## src/rtl/ram_loader_pkg.sv

```systemverilog
// Shared loader definitions: FSM state encoding and error codes,
// also used by the status/LED display logic.
package ram_loader_pkg;

    typedef enum logic [2:0] {
        IDLE,
        LOAD,
        CHECK,
        VERIFY,
        DRAIN,
        DONE,
        ERROR
    } state_t;

    localparam logic [1:0] ERR_NONE     = 2'b00;
    localparam logic [1:0] ERR_CKSUM    = 2'b01;
    localparam logic [1:0] ERR_READBACK = 2'b10;

endpackage

```

## src/rtl/ram_loader_sum.sv

```systemverilog
// Modulo-2^DW byte accumulator with synchronous clear and add enable.
module loader_sum #(
    parameter int DW = 8
) (
    input  logic          clk,
    input  logic          res,
    input  logic          clr,
    input  logic          add,
    input  logic [DW-1:0] din,
    output logic [DW-1:0] sum
);

    always_ff @(posedge clk or negedge res) begin
        if (!res) begin
            sum <= '0;
        end else if (clr) begin
            sum <= '0;
        end else if (add) begin
            sum <= sum + din;
        end
    end

endmodule

```

## src/rtl/ram_loader.sv

```systemverilog
// Programming-mode sequencer: streams 16 bytes plus checksum into RAM,
// then reads the RAM back and confirms the checksum.
import ram_loader_pkg::*;

module ram_loader #(
    parameter int DEPTH = 16,
    parameter int AW    = 4,
    parameter int DW    = 8
) (
    input  logic          clk,
    input  logic          res,
    input  logic          start,
    input  logic          in_valid,
    input  logic [DW-1:0] in_data,
    output logic          in_ready,
    output logic          wr_en,
    output logic [AW-1:0] wr_addr,
    output logic [DW-1:0] wr_data,
    output logic          rd_en,
    output logic [AW-1:0] rd_addr,
    input  logic [DW-1:0] rd_data,
    output logic          cpu_hold,
    output logic          busy,
    output logic          done,
    output logic [1:0]    err_code
);

    localparam logic [AW-1:0] LAST = AW'(DEPTH - 1);

    state_t        state;
    state_t        state_nx;
    logic [AW-1:0] wr_cnt;
    logic [AW-1:0] rd_cnt;
    logic          rd_vld;
    logic [DW-1:0] ck_byte;
    logic [DW-1:0] load_sum;
    logic [DW-1:0] rb_sum;
    logic [1:0]    err_q;
    logic          xfer;
    logic          restart;
    logic          idle_like;

    assign idle_like = (state == IDLE) || (state == DONE) || (state == ERROR);
    assign restart   = start && idle_like;
    assign xfer      = in_valid && in_ready;

    always_ff @(posedge clk or negedge res) begin
        if (!res) begin
            state <= IDLE;
        end else begin
            state <= state_nx;
        end
    end

    always_comb begin
        state_nx = state;
        unique case (state)
            IDLE, DONE, ERROR: begin
                if (start) state_nx = LOAD;
            end
            LOAD: begin
                if (xfer && wr_cnt == LAST) state_nx = CHECK;
            end
            CHECK: begin
                if (xfer) state_nx = (in_data == load_sum) ? VERIFY : ERROR;
            end
            VERIFY: begin
                if (rd_cnt == LAST) state_nx = DRAIN;
            end
            DRAIN: begin
                // the cycle after the final word lands, the sum is complete
                if (!rd_vld) state_nx = (rb_sum == ck_byte) ? DONE : ERROR;
            end
            default: state_nx = IDLE;
        endcase
    end

    always_comb begin
        in_ready = 1'b0;
        rd_en    = 1'b0;
        busy     = 1'b0;
        done     = 1'b0;
        unique case (state)
            LOAD, CHECK: begin
                in_ready = 1'b1;
                busy     = 1'b1;
            end
            VERIFY: begin
                rd_en = 1'b1;
                busy  = 1'b1;
            end
            DRAIN:   busy = 1'b1;
            DONE:    done = 1'b1;
            default: ;
        endcase
    end

    assign cpu_hold = busy;
    assign rd_addr  = rd_cnt;
    assign err_code = err_q;

    always_ff @(posedge clk or negedge res) begin
        if (!res) begin
            wr_en   <= 1'b0;
            wr_addr <= '0;
            wr_data <= '0;
            wr_cnt  <= '0;
            rd_cnt  <= '0;
            rd_vld  <= 1'b0;
            ck_byte <= '0;
            err_q   <= ERR_NONE;
        end else begin
            wr_en  <= (state == LOAD) && xfer;
            rd_vld <= (state == VERIFY);
            if (restart) begin
                wr_cnt  <= '0;
                rd_cnt  <= '0;
                ck_byte <= '0;
                err_q   <= ERR_NONE;
            end
            if (state == LOAD && xfer) begin
                wr_addr <= wr_cnt;
                wr_data <= in_data;
                wr_cnt  <= wr_cnt + 1'b1;
            end
            if (state == VERIFY) rd_cnt <= rd_cnt + 1'b1;
            if (state == CHECK && xfer) begin
                ck_byte <= in_data;
                if (in_data != load_sum) err_q <= ERR_CKSUM;
            end
            if (state == DRAIN && !rd_vld && rb_sum != ck_byte) begin
                err_q <= ERR_READBACK;
            end
        end
    end

    loader_sum #(.DW(DW)) u_load_sum (
        .clk (clk),
        .res (res),
        .clr (restart),
        .add ((state == LOAD) && xfer),
        .din (in_data),
        .sum (load_sum)
    );

    loader_sum #(.DW(DW)) u_rb_sum (
        .clk (clk),
        .res (res),
        .clr (restart),
        .add (rd_vld),
        .din (rd_data),
        .sum (rb_sum)
    );

endmodule

```

## config.mk

```make
export PLATFORM = sky130hd
export DESIGN_NAME = ram_loader
export DESIGN_NICKNAME = d
export VERILOG_FILES = /design/src/rtl/ram_loader_pkg.sv /design/src/rtl/ram_loader_sum.sv /design/src/rtl/ram_loader.sv
export SDC_FILE = /design/constraint.sdc
export NUM_CORES = 1
export LEC_CHECK = 0
export CORE_MARGIN = 1
export CORE_UTILIZATION = 57
export CTS_BUF_LIST = sky130_fd_sc_hd__clkbuf_8
export CTS_CLUSTER_DIAMETER = 50
export DETAILED_ROUTE_END_ITERATION = 16
export PLACE_DENSITY = 0.83
export SLEW_MARGIN = 20
export SYNTH_ARGS = -nofsm -noshare
export SYNTH_HDL_FRONTEND = slang
export SYNTH_HIERARCHICAL = 1
export SYNTH_SLANG_ARGS = --single-unit
```

## constraint.sdc

```tcl
create_clock -name clk -period 2.6 [get_ports clk]
set_input_delay 0.39 -clock clk [delete_from_list [all_inputs] [get_ports clk]]
set_output_delay 0.39 -clock clk [all_outputs]
set_load 0.01 [all_outputs]
```

==> results of run 1 <==
[flip-flops by register name (all words and copies together) (netlist names)]
register and count:
wr_en 1, wr_data 8, err_code 2, wr_cnt 4
u_load_sum/sum 8, wr_addr 4, ck_byte 8, rd_vld 1
state 3, rd_addr 4, u_rb_sum/sum 8
[report_power, final]
part / internal [mW] / total (mW) / switching (mW) / leakage (nW)
combinational: 0.847 / 1.59 / 0.743 / 1.02
sequential: 1.07 / 1.33 / 0.260 / 0.638
clock: 0.282 / 0.539 / 0.258 / 0.0502
total: 2.19 / 3.46 / 1.26 / 1.71
[worst max-delay path, cell delays in order (launching register included)]
cell and delay (ps):
dfrtp_1 600, inv_1 240, nor3_1 230, clkdlybuf4s50_1 560
[final cells by class]
cell class                 instances  area (um^2)  area share (%)
timing repair buffer              55          515            13.7
clock buffer                       5         68.8            1.83
inverter                           4         15.0           0.398
multi-input combinational        235         1770            46.9
tap                               70         87.6            2.32
clock inverter                     2         37.5           0.996
sequential                        51         1280            33.9
[worst max-delay path by stage]
stage                    startpoint  slack [ps]                             to
2_1_floorplan            in_data[0]         610  u_load_sum/sum[6]$_DFFE_PN0P_
3_3_place_gp             in_data[0]         110  u_load_sum/sum[6]$_DFFE_PN0P_
3_5_place_dp             in_data[0]          80  u_load_sum/sum[6]$_DFFE_PN0P_
4_1_cts        state[0]$_DFFE_PN0P_         280                           done
5_1_grt        state[0]$_DFFE_PN0P_         160                           done
6_report       state[0]$_DFFE_PN0P_         280                           done
[through the flow]
step / util (%) / instances / worst slack [ps] / power [mW] / hold slack (ps)
floorplan: - / 301 / 611 / 2.40 / 94.4
global placement: 70.4 / 415 / 109 / 2.86 / 470
detailed placement: 70.4 / 415 / 76.1 / 2.93 / 478
CTS: 72.4 / 422 / 279 / 3.48 / 140
global route: 72.4 / 422 / 158 / 3.71 / 173
finish: 72.4 / 422 / 279 / 3.46 / 126
[layout by cell type (no fill, tap or decap), drive strengths merged, types with 4 or more instances in the layout]
cell and n:
dfrtp 51, nor2b 4, a211o 4, inv 4
xor2 17, clkbuf 5, nor3 7, nor4b 4
mux2i 9, clkdlybuf4s50 42, a21oi 12, ha 16
a21o 9, buf 13, a211oi 6, o21ai 20
nor2 22, mux2 15, nand3 6, nor4 4
nand2 33, xnor2 8, nand2b 4
[logic make-up after synthesis]
family,count (synthesis),synth area share (%)
AOI/OAI and AO/OA,66,14.5
and+or+nand+nor,102,18.5
muxes,24,8.40
adders and majority gates,18,7.68
DFF,51,40.8
buffers and inverters,15,2.88
xor gates and xnor gates,25,7.24
[layer usage]
metal	up-vias	GRT usage, %	routed length (um)
met4	0	6.54	85
met3	9	3.71	189
li1	1193	-	-
met2	49	37.9	2950
met1	1153	32.1	3000
met5	-	0	0
==> results.md, run 1 <==
* run status: finished, final reports clean
* Synth Flop Type: dfrtp_1
* DR DRC count: 0
* depth of the worst register-to-register path: 6
* EDFF count, synth: 0
* First-pass DRT Iterations: 4
* TritonCTS clock tree: done
* worst-path fanout max: 9
* maximum VDD drop: 0.000586 V
* Post-Route WL: 6.22 mm
* Hold Violations, Final: 0
* post-detailed-placement cell area: 0.00366 mm^2
* area share of the largest cell type after synthesis: 40.8%
* CTS root buffer: clkbuf_8
* critical path class: flip-flop to primary output
* kind of capture point of the worst setup path: primary output
* Post-synth ARST share: 100%
* maximum clock frequency: 431 MHz
* fill cell total of the finished layout: 411
* maxcap violations: 0
* Crit Reg-Reg Endpoint: u_rb_sum/sum[6]$_DFFE_PN0P_
* count of cell types in the netlist: 57
* Leakage: 1.71 nW
* sort of element at the start of the critical path: flip-flop
* initial cell density of the core: 60.1%
* fraction of the cycle the final worst path needs: 89.3%
* Mapped Avg Cell Area: 10.4 um^2
* reg-to-reg startpoint: state[0]$_DFFE_PN0P_
* hpwl dp: 4.71 mm
* setup TNS: 0 ps
* worst clock skew on the final layout: 9.08 ps
* count of standard-cell rows: 26
* Worst Hold Class: input pin to asynchronous set/reset pin
* actual transition at the worst max-transition pin: 707 ps
* top cell type by total area after synthesis: dfrtp_1
* Layout Nets: 390
* Data required, critical path: 2210 ps
* detailed-route wire length per cell: 14.7 um
* share of the yosys chip area belonging to registers: 40.8%
* Yosys Warn Count: 6
* final design area excluding fillers: 0.00377 mm^2
* Worst R2R Setup Slack: 450 ps
* total number of vias: 2404
* via count of the first global-routing pass: 2386
* setup repair after global routing missed its margin: no
* Post-CTS Setup Inserts: 0
* post-synthesis to final-layout area growth: 20.5%
* wire length of the first global-routing pass: 10.9 mm
* y dimension of the die: 76.1 um
* most area-consuming cells after synthesis: dfrtp_1 41%, ha_1 6.4%, mux2_2 5.0%
* Worst slew margin: 52.9%
* Clock transition at path regs: 90 ps
* later-pin clock latency in the skew report: 300 ps
* Mapped Nets: 339
* pin count of the biggest net entering global routing: 31
* antenna-violating nets left: 0
* antenna violations before repair: 0
* number of hold-repair buffers added at the cts stage: 0
* vias per std cell: 5.70
* Worst Path Arrival: 1930 ps
* number of buffers inserted by port buffering: 43
* full die area: 0.00579 mm^2
* most frequent cells after synthesis: 51 x dfrtp_1, 33 x nand2_1, 22 x nor2_1, 17 x xor2_1, 16 x ha_1
* count of clock tree sinks: 51
* maximum clock insertion buffer count: 2
* post-synthesis cell area: 0.00313 mm^2
* total core area: 0.00520 mm^2
* top-level port count: 44
* max-slew violation total from the final report: 0
* Inserted Diodes: 0
* final global-route overflow total: 0
* synthesized instance count: 301
* most common cell in the synthesized netlist: dfrtp_1
* register bit total from synthesis: 51
* number of gates given a new drive strength after cts: 0
* clock buffer count from CTS: 5
* all-layer global routing usage: 23.2%
* H-tree levels: 2
* 1st-iter DRT viols: 84
* die extent in x: 76.1 um
* ratio of cells with drive above 1 in the final layout: 14.5%
* placer's final routability congestion estimate: 0.845
* post-layout min period: 2320 ps
* final setup violation count: 0
* Power Density: 917 mW/mm^2
No activity file was read; power rests on OpenSTA's default activity.
==> inputs of run 2 (changes only) <==
- CELL_PAD_IN_SITES_DETAIL_PLACEMENT: unset -> 1
- CELL_PAD_IN_SITES_GLOBAL_PLACEMENT: unset -> 1
- CORE_ASPECT_RATIO: unset -> 0.75
- CORE_UTILIZATION: 57 -> 44
- PLACE_DENSITY: 0.83 -> 0.82
==> results.md, run 2 (synthesized netlist as in run 1, its figures left out) <==
* setup TNS: 0 ps, unchanged
* kind of capture point of the worst setup path: primary output, unchanged
* grt met3 use: 4.09%, was 3.71%
* GRT busiest layer: met2, unchanged
* TritonCTS clock tree: done, unchanged
* full die area: 0.00746 mm^2, was 0.00579 mm^2
* Worst R2R Setup Slack: 460 ps, was 450 ps
* final global-route overflow total: 0, unchanged
* maxcap violations: 0, unchanged
* Post-CTS Setup Inserts: 0, unchanged
* all-layer global routing usage: 22.9%, was 23.2%
* Post-Route WL: 7.72 mm, was 6.22 mm
* maximum VDD drop: 0.000536 V, was 0.000586 V
* run status: finished, final reports clean, unchanged
* Hold Violations, Final: 0, unchanged
* maximum clock frequency: 418 MHz, was 431 MHz
* later-pin clock latency in the skew report: 300 ps, about the same
* met2 usage: 38.4%, was 37.9%
* total number of vias: 2506, was 2404
* die extent in x: 99.4 um, was 76.1 um
* total core area: 0.00683 mm^2, was 0.00520 mm^2
* Leakage: 1.74 nW, was 1.71 nW
* fill cell total of the finished layout: 747, was 411
* number of buffers inserted by port buffering: 43, unchanged
* Power Density: 951 mW/mm^2, was 917 mW/mm^2
* critical path class: flip-flop to primary output, unchanged
* Layout Nets: 392, was 390
* top-level port count: 44, unchanged
* maximum clock insertion buffer count: 2, unchanged
* detailed-route wire length per cell: 17.6 um, was 14.7 um
* post-synthesis to final-layout area growth: 22.4%, was 20.5%
* hpwl dp: 5.86 mm, was 4.71 mm
* Worst Hold Class: input pin to asynchronous set/reset pin, unchanged
* number of cells in the design after placement: 431, was 415
* initial cell density of the core: 45.8%, was 60.1%
* 1st-iter DRT viols: 93, was 84
* worst clock skew on the final layout: 7.59 ps, was 9.08 ps
* commonest cells after routing, fill and taps aside: 51 x dfrtp_1, 42 x clkdlybuf4s50_1, 33 x nand2_1, unchanged
* Data required, critical path: 2210 ps, about the same
* actual transition at the worst max-transition pin: 538 ps, was 707 ps
* ratio of cells with drive above 1 in the final layout: 14.9%, was 14.5%
* H-tree levels: 2, unchanged
* fraction of the cycle the final worst path needs: 91.9%, was 89.3%
* GR met1 Demand/Resource: 31.3%, was 32.1%
* worst-path fanout max: 9, unchanged
* First-pass DRT Iterations: 4, unchanged
* antenna-violating nets left: 0, unchanged
* count of clock tree sinks: 51, unchanged
* max-slew violation total from the final report: 0, unchanged
* Clock transition at path regs: 100 ps, was 90 ps
* count of standard-cell rows: 26, unchanged
* placer's final routability congestion estimate: 0.837, was 0.845
* sort of element at the start of the critical path: flip-flop, unchanged
* wire length of the first global-routing pass: 13.1 mm, was 10.9 mm
* Final Util: 56.0%, was 72.4%
* overall power: 3.64 mW, was 3.46 mW
* DR DRC count: 0, unchanged
* Inserted Diodes: 0, unchanged
* Worst Path Arrival: 2000 ps, was 1930 ps
* final setup violation count: 0, unchanged
* y dimension of the die: 75.0 um, was 76.1 um
* CTS root buffer: clkbuf_8, unchanged
* Worst slew margin: 64.1%, was 52.9%
* pin count of the biggest net entering global routing: 20, was 31
* vias per std cell: 5.71, was 5.70
* setup repair after global routing missed its margin: no, unchanged
* clock buffer count from CTS: 5, unchanged
* number of gates given a new drive strength after cts: 0, unchanged
* via count of the first global-routing pass: 2623, was 2386
* filler-free cell count of the finished design: 439, was 422
* most frequent standard cell in the layout excluding fill and tap cells: dfrtp_1, unchanged
* antenna violations before repair: 0, unchanged
* post-layout min period: 2390 ps, was 2320 ps
* number of hold-repair buffers added at the cts stage: 0, unchanged
## run 2: cell type report
class	count	area [um^2]	area share (%)
Timing Repair Buffer	57	531	13.9
Multi-Input combinational cell	235	1770	46.2
Inverter	4	15.0	0.392
Sequential cell	51	1280	33.3
Tap cell	84	105	2.75
Clock inverter	3	63.8	1.67
Clock buffer	5	68.8	1.80
## run 2: routing by layer
layer,up-vias,routed length [um]
met2,48,3590
li1,1195,-
met1,1261,3840
met4,0,30
met3,2,263
met5,-,0
## run 2: worst paths after layout
kind / depth (start not counted) / to / start
max in group asynchronous: 2 / u_load_sum/sum[4]$_DFFE_PN0P_ / res
hold / removal: 1 / rd_addr[2]$_DFFE_PN0P_ / res
setup / recovery: 3 / done / state[0]$_DFFE_PN0P_
min in group clk: 1 / wr_addr[0]$_DFFE_PN0P_ / wr_addr[0]$_DFFE_PN0P_
hold reg to reg: 1 / wr_addr[0]$_DFFE_PN0P_ / wr_addr[0]$_DFFE_PN0P_
setup reg to reg: 7 / u_load_sum/sum[7]$_DFFE_PN0P_ / state[0]$_DFFE_PN0P_
## run 2: report_power, final
part           switching, mW  total, mW  internal, mW
Combinational          0.805       1.66         0.857
Sequential             0.262       1.33          1.07
Clock                  0.269      0.650         0.381
## run 2: critical path: stages (launching register included)
cell             delay, ps
dfrtp_1                620
inv_1                  250
nor3_1                 250
clkdlybuf4s50_1        570
## run 2: stage by stage
step	hold slack, ps	instance area [um^2]	worst slack (ps)
2_1_floorplan	94.4	3130	611
3_3_place_gp	352	3700	117
3_5_place_dp	356	3700	75.6
4_1_cts	14.9	3830	203
5_1_grt	20.4	3830	167
6_report	7.64	3830	210
